## config.mk

```make
export PLATFORM = sky130hd
export DESIGN_NAME = op_dispatch_mdr
export DESIGN_NICKNAME = d
export VERILOG_FILES = /design/src/rtl/op_dispatch_mdr.sv
export SDC_FILE = /design/constraint.sdc
export NUM_CORES = 1
export LEC_CHECK = 0
export CAP_MARGIN = 20
export CORE_MARGIN = 2
export CORE_UTILIZATION = 49
export CTS_CLUSTER_SIZE = 25
export DETAILED_ROUTE_END_ITERATION = 16
export GPL_TIMING_DRIVEN = 1
export PLACE_DENSITY_LB_ADDON = 0.3
export SLEW_MARGIN = 25
export SYNTH_ARGS = -nofsm -noshare
export SYNTH_HDL_FRONTEND = slang
export SYNTH_SLANG_ARGS = --single-unit
```

## constraint.sdc

```tcl
create_clock -name i_clk -period 2.5 [get_ports i_clk]
set_input_delay 0.5 -clock i_clk [delete_from_list [all_inputs] [get_ports i_clk]]
set_output_delay 0.5 -clock i_clk [all_outputs]
set_load 0.02 [all_outputs]
```

## src/rtl/op_dispatch_mdr.sv

```systemverilog
// op_dispatch_mdr
//   Sequential dispatcher for the MDR datapath. It accepts one op request at a
//   time over a valid/ready handshake and pulses a one-hot start to the chosen
//   unit. It holds the one-hot select until that unit reports done, then emits
//   one done pulse. Invalid op codes, unit timeouts and enable-drop aborts each
//   produce a 1-cycle error pulse with a code.
//
//   state | meaning
//   ------+---------------------------------------------------------
//   IDLE  | ready for a request when enabled
//   START | 1-cycle start pulse to the selected unit, timer cleared
//   WAIT  | select held, waiting for the unit's done or a timeout
//   DONE  | 1-cycle completion pulse
//   ERR   | 1-cycle error pulse with code (01 bad op, 10 timeout, 11 abort)
//
// Ports
//   i_clk, i_rst        clock, synchronous active-high reset
//   i_enable            block enable; low blocks acceptance and aborts ops
//   i_valid, i_op       request handshake and op code
//   o_ready             request accepted when high together with i_valid
//   o_start, o_sel      one-hot start pulse / held select to the units
//   i_done              per-unit done (level or pulse)
//   o_done, o_busy      completion pulse / op in flight
//   o_err, o_err_code   error pulse and its code
module op_dispatch_mdr #(
    parameter int N_OPS   = 4,
    parameter int OP_W    = 2,
    parameter int TIMEOUT = 200,
    parameter int TMR_W   = 8
) (
    input  logic             i_clk,
    input  logic             i_rst,
    input  logic             i_enable,
    input  logic             i_valid,
    input  logic [OP_W-1:0]  i_op,
    output logic             o_ready,
    output logic [N_OPS-1:0] o_start,
    output logic [N_OPS-1:0] o_sel,
    input  logic [N_OPS-1:0] i_done,
    output logic             o_done,
    output logic             o_busy,
    output logic             o_err,
    output logic [1:0]       o_err_code
);

    typedef enum logic [2:0] {
        IDLE  = 3'd0,
        START = 3'd1,
        WAIT  = 3'd2,
        DONE  = 3'd3,
        ERR   = 3'd4
    } state_t;

    localparam logic [1:0]      ERR_BAD_OP  = 2'b01;
    localparam logic [1:0]      ERR_TIMEOUT = 2'b10;
    localparam logic [1:0]      ERR_ABORT   = 2'b11;
    localparam logic [OP_W:0]   OP_LIMIT    = (OP_W+1)'(N_OPS);
    localparam logic [TMR_W-1:0] TMR_LAST   = TMR_W'(TIMEOUT - 1);

    state_t            state_q, state_d;
    logic [OP_W-1:0]   op_q, op_d;
    logic [TMR_W-1:0]  timer_q, timer_d;
    logic [1:0]        code_q, code_d;
    logic [N_OPS-1:0]  op_onehot;
    logic              ready;
    logic              done_hit;

    always_comb begin
        for (int i = 0; i < N_OPS; i++) begin
            op_onehot[i] = (op_q == OP_W'(i));
        end
    end

    // Only the selected unit's done bit can complete the op.
    assign done_hit = |(i_done & op_onehot);
    assign ready    = (state_q == IDLE) && i_enable;

    always_comb begin
        state_d = state_q;
        op_d    = op_q;
        timer_d = timer_q;
        code_d  = code_q;
        case (state_q)
            IDLE: begin
                if (i_valid && ready) begin
                    if ({1'b0, i_op} < OP_LIMIT) begin
                        op_d    = i_op;
                        state_d = START;
                    end else begin
                        code_d  = ERR_BAD_OP;
                        state_d = ERR;
                    end
                end
            end
            START: begin
                timer_d = '0;
                if (!i_enable) begin
                    code_d  = ERR_ABORT;
                    state_d = ERR;
                end else begin
                    state_d = WAIT;
                end
            end
            WAIT: begin
                timer_d = timer_q + 1'b1;
                if (!i_enable) begin
                    code_d  = ERR_ABORT;
                    state_d = ERR;
                end else if (done_hit) begin
                    state_d = DONE;
                end else if (timer_q == TMR_LAST) begin
                    code_d  = ERR_TIMEOUT;
                    state_d = ERR;
                end
            end
            DONE:    state_d = IDLE;
            ERR:     state_d = IDLE;
            default: state_d = IDLE;
        endcase
    end

    always_ff @(posedge i_clk) begin
        if (i_rst) begin
            state_q <= IDLE;
            op_q    <= '0;
            timer_q <= '0;
            code_q  <= '0;
        end else begin
            state_q <= state_d;
            op_q    <= op_d;
            timer_q <= timer_d;
            code_q  <= code_d;
        end
    end

    always_comb begin
        o_ready    = ready;
        o_start    = '0;
        o_sel      = '0;
        o_done     = 1'b0;
        o_busy     = 1'b0;
        o_err      = 1'b0;
        o_err_code = 2'b00;
        case (state_q)
            START: begin
                o_start = op_onehot;
                o_sel   = op_onehot;
                o_busy  = 1'b1;
            end
            WAIT: begin
                o_sel  = op_onehot;
                o_busy = 1'b1;
            end
            DONE: o_done = 1'b1;
            ERR: begin
                o_err      = 1'b1;
                o_err_code = code_q;
            end
            default: ;
        endcase
    end

endmodule

```

==> metrics.md <==
| Metric | Value |
|---|---|
| Initial DRC Count | `31` |
| Hold EP | `state_q[0]$_SDFFE_PP0P_` |
| Yosys reg bits | `15` |
| CORE AREA | `1520 sq um` |
| Synth top area cells | `dfxtp_1 37%, nor2_1 6.5%, a21oi_1 4.3%, nor3_1 4.3%, nand2_1 3.3%` |
| Vias after detailed routing | `829` |
| Most instantiated cells after synthesis | `15 x dfxtp_1, 14 x nor2_1, 7 x a21oi_1, 7 x nand2_1, 7 x nor3_1` |
| Final setup viols | `0` |
| Max H-tree Level | `1` |
| Initial antenna violation count | `0` |
| Crit path DAT | `1.88 ns` |
| Global placement routability congestion | `0.835` |
| First-pass GRT wire length | `3470 microns` |
| Hold-fix buffers, CTS | `0` |
| Reg2reg setup slack | `0.71 ns` |
| Fillers | `130` |
| Comb pwr share | `24.3%` |
| Tmin final | `2.38 ns` |
| Seq pwr share | `49.4%` |
| Post-DRT Antenna Nets | `0` |
| Max Cap Viol | `0` |
| Post-synth EDFFs | `0` |
| Reg2reg end | `code_q[1]$_SDFFE_PP0P_` |
| Via/cell ratio | `5.96` |
| Required @ worst endpoint | `2.00 ns` |
| Cell variety after synth | `36` |
| Clock sink total | `15` |
| Yosys top cell by area | `dfxtp_1` |
| Syn avg cell area | `8.25 sq um` |
| R2R depth | `4` |
| Most common cell in the synthesized netlist | `dfxtp_1` |
| CTS resizes | `4` |
| Clock Root Buffer | `clkbuf_4` |
| Power density cells | `487 nW/um^2` |
| CTS tree | `yes` |
| Post-synthesis sequential area ratio | `37.2%` |
| Fin area | `1090 sq um` |
| Layout cells sized above 1 | `13.8%` |
| Drt drc | `0` |
| Static leakage | `0.416 nW` |
| Number of top-level pins | `24` |
| Setup WS post-layout | `0.123 ns` |
| Antenna fix cells | `0` |
| IO Port Bufs | `23` |
| Chip Width | `44.6 microns` |
| Hold_sp | `state_q[0]$_SDFFE_PP0P_` |
| Setup Total Neg Slack | `0 ns` |
| Ys flop type | `dfxtp_1` |
| Clk network pwr share | `26.3%` |
| CTS Buf Count | `3` |
| Worst-path clk slew | `0.09 ns` |
| Hold_ws | `0.528 ns` |
| Status | `complete, no violations` |
| Worst hold path type | `flop to flop` |
| Post-synth ARST share | `0%` |
| Setup repair bufs after CTS | `0` |
| Switching Share | `30.4%` |
| Total grt overflow | `0` |
| Fmax achieved | `421 MHz` |
| Die Y | `44.6 microns` |
| Deepest clock path buffer count | `2` |
| Max-slew violation count | `0` |
| Placement Setup Slack | `0.207 ns` |
| Worst VDD drop | `483 uV` |
| Final wirelength | `2020 microns` |
| Area growth from synthesis to layout | `34.8%` |
| Largest net degree at the start of global routing | `14` |
| Startpoint types | `flop` |
| Worst-path fanout max | `6` |
| DIE AREA | `1990 sq um` |
| DP HPWL | `1530 microns` |
| Mapped Nets | `109` |
| # rows | `14` |
| Starting Density | `53.0%` |
| Pint | `0.000369 W` |
| CP Capture Type | `primary output` |
| Mapped Cells | `98` |
| Cell depth of the worst hold path | `1` |
| Final Hold Viols | `0` |
| Top cell type's share of synthesized area | `37.2%` |
| DP Area | `1050 sq um` |
| RSZ-0062 raised after global routing | `no` |
| Setup Skew | `0.00432 ns` |
| Slew headroom | `66.1%` |
| Latest clock arrival within the worst-skew pair | `0.28 ns` |
| Cell Area, Synth | `808 sq um` |
| Measured slew at the worst slew-check pin | `0.508 ns` |
| RR Startpoint | `op_q[0]$_SDFFE_PP0P_` |
| GRT Resource Usage Total | `24.2%` |
| Vias in the first global route | `784` |
| P_sw | `0.000161 W` |
| Yosys warns | `0` |
| Wire per inst | `14.5 microns` |
| Critical path type | `flop to primary output` |
| First-pass detailed-route iteration total | `4` |
| Final period utilization | `95.1%` |
| Nets@finish | `135` |
==> per-stage QoR <==
| step | std cells | util, % | power (W) |
|---|---|---|---|
| finish | 139 | 71.5 | 0.000530 |
| CTS | 139 | 70.9 | 0.000532 |
| detailed placement | 135 | 68.9 | 0.000393 |
| global placement | 135 | 68.9 | 0.000389 |
| floorplan | 98 | - | 0.000337 |
| global route | 139 | 71.5 | 0.000554 |
==> worst max path at each step <==
stage                                        from  cells after the start       endpoint  slack (ns)
after floorplan           state_q[0]$_SDFFE_PP0P_                      4     o_start[0]        0.47
after global placement                   i_enable                      3        o_ready        0.22
after detailed placement                 i_enable                      3        o_ready        0.21
after CTS                 state_q[1]$_SDFFE_PP0P_                      4       o_sel[0]       0.003
after global routing      state_q[0]$_SDFFE_PP0P_                      3     o_start[1]        0.02
final                     state_q[2]$_SDFFE_PP0P_                      4  o_err_code[0]        0.12
==> registers in the layout, summed over array words and instances (netlist names) <==
| name | flops |
|---|---|
| timer_q | 8 |
| state_q | 3 |
| op_q | 2 |
| code_q | 2 |
==> logic make-up (layout without fill, tap and decap cells) <==
family,after synthesis,in the layout,share of synthesized area [%]
compound gates,19,19,15.2
xor+xnor,1,1,1.08
fa+ha+maj,1,1,1.55
buf+inv,7,32,4.33
mux,4,4,6.66
flops,15,15,37.2
simple gates,51,51,34.1
==> cells in the final DEF (no fill, tap or decap), drive strengths merged, types with 3 or more instances in the layout <==
cell	count
or3	3
and2	4
clkdlybuf4s50	20
inv	3
nand2	7
and3	3
dfxtp	15
a21oi	7
clkbuf	3
nor2	14
nor3	7
==> power by group through the flow <==
stage	Clock [W]	Sequential [W]	Combinational, W
finish	0.000140	0.000262	0.000129
detailed placement	0	0.000266	0.000128
CTS	0.000142	0.000260	0.000129
floorplan	0	0.000260	0.0000764
global placement	0	0.000265	0.000124
global route	0.000152	0.000263	0.000139
==> worst max-delay path: stages, from the launching register on <==
cell and delay [ns]:
dfxtp_1 0.44, inv_1 0.16, nor3_2 0.23, and2_1 0.16
clkdlybuf4s50_1 0.60
==> routing by layer <==
layer	global-route usage [%]	vias up	part of all wire (%)	routed length, microns
li1	-	414	-	-
met1	27.9	391	40	812
met2	43.2	20	53	1070
met3	3.67	4	4.6	93
met4	10.9	0	1.7	34
met5	0	-	0	0
==> final cells by class <==
cell class / instances / area (sq um) / share of cell area, %
multi-input combinational: 76 / 483 / 44.3
sequential: 15 / 303 / 27.8
timing repair buffer: 25 / 245 / 22.5
clock buffer: 3 / 22.5 / 2.07
tap: 16 / 20.0 / 1.84
inverter: 3 / 11.3 / 1.03
clock inverter: 1 / 5.00 / 0.459
Note: power is estimated with default switching activity, not from simulation.
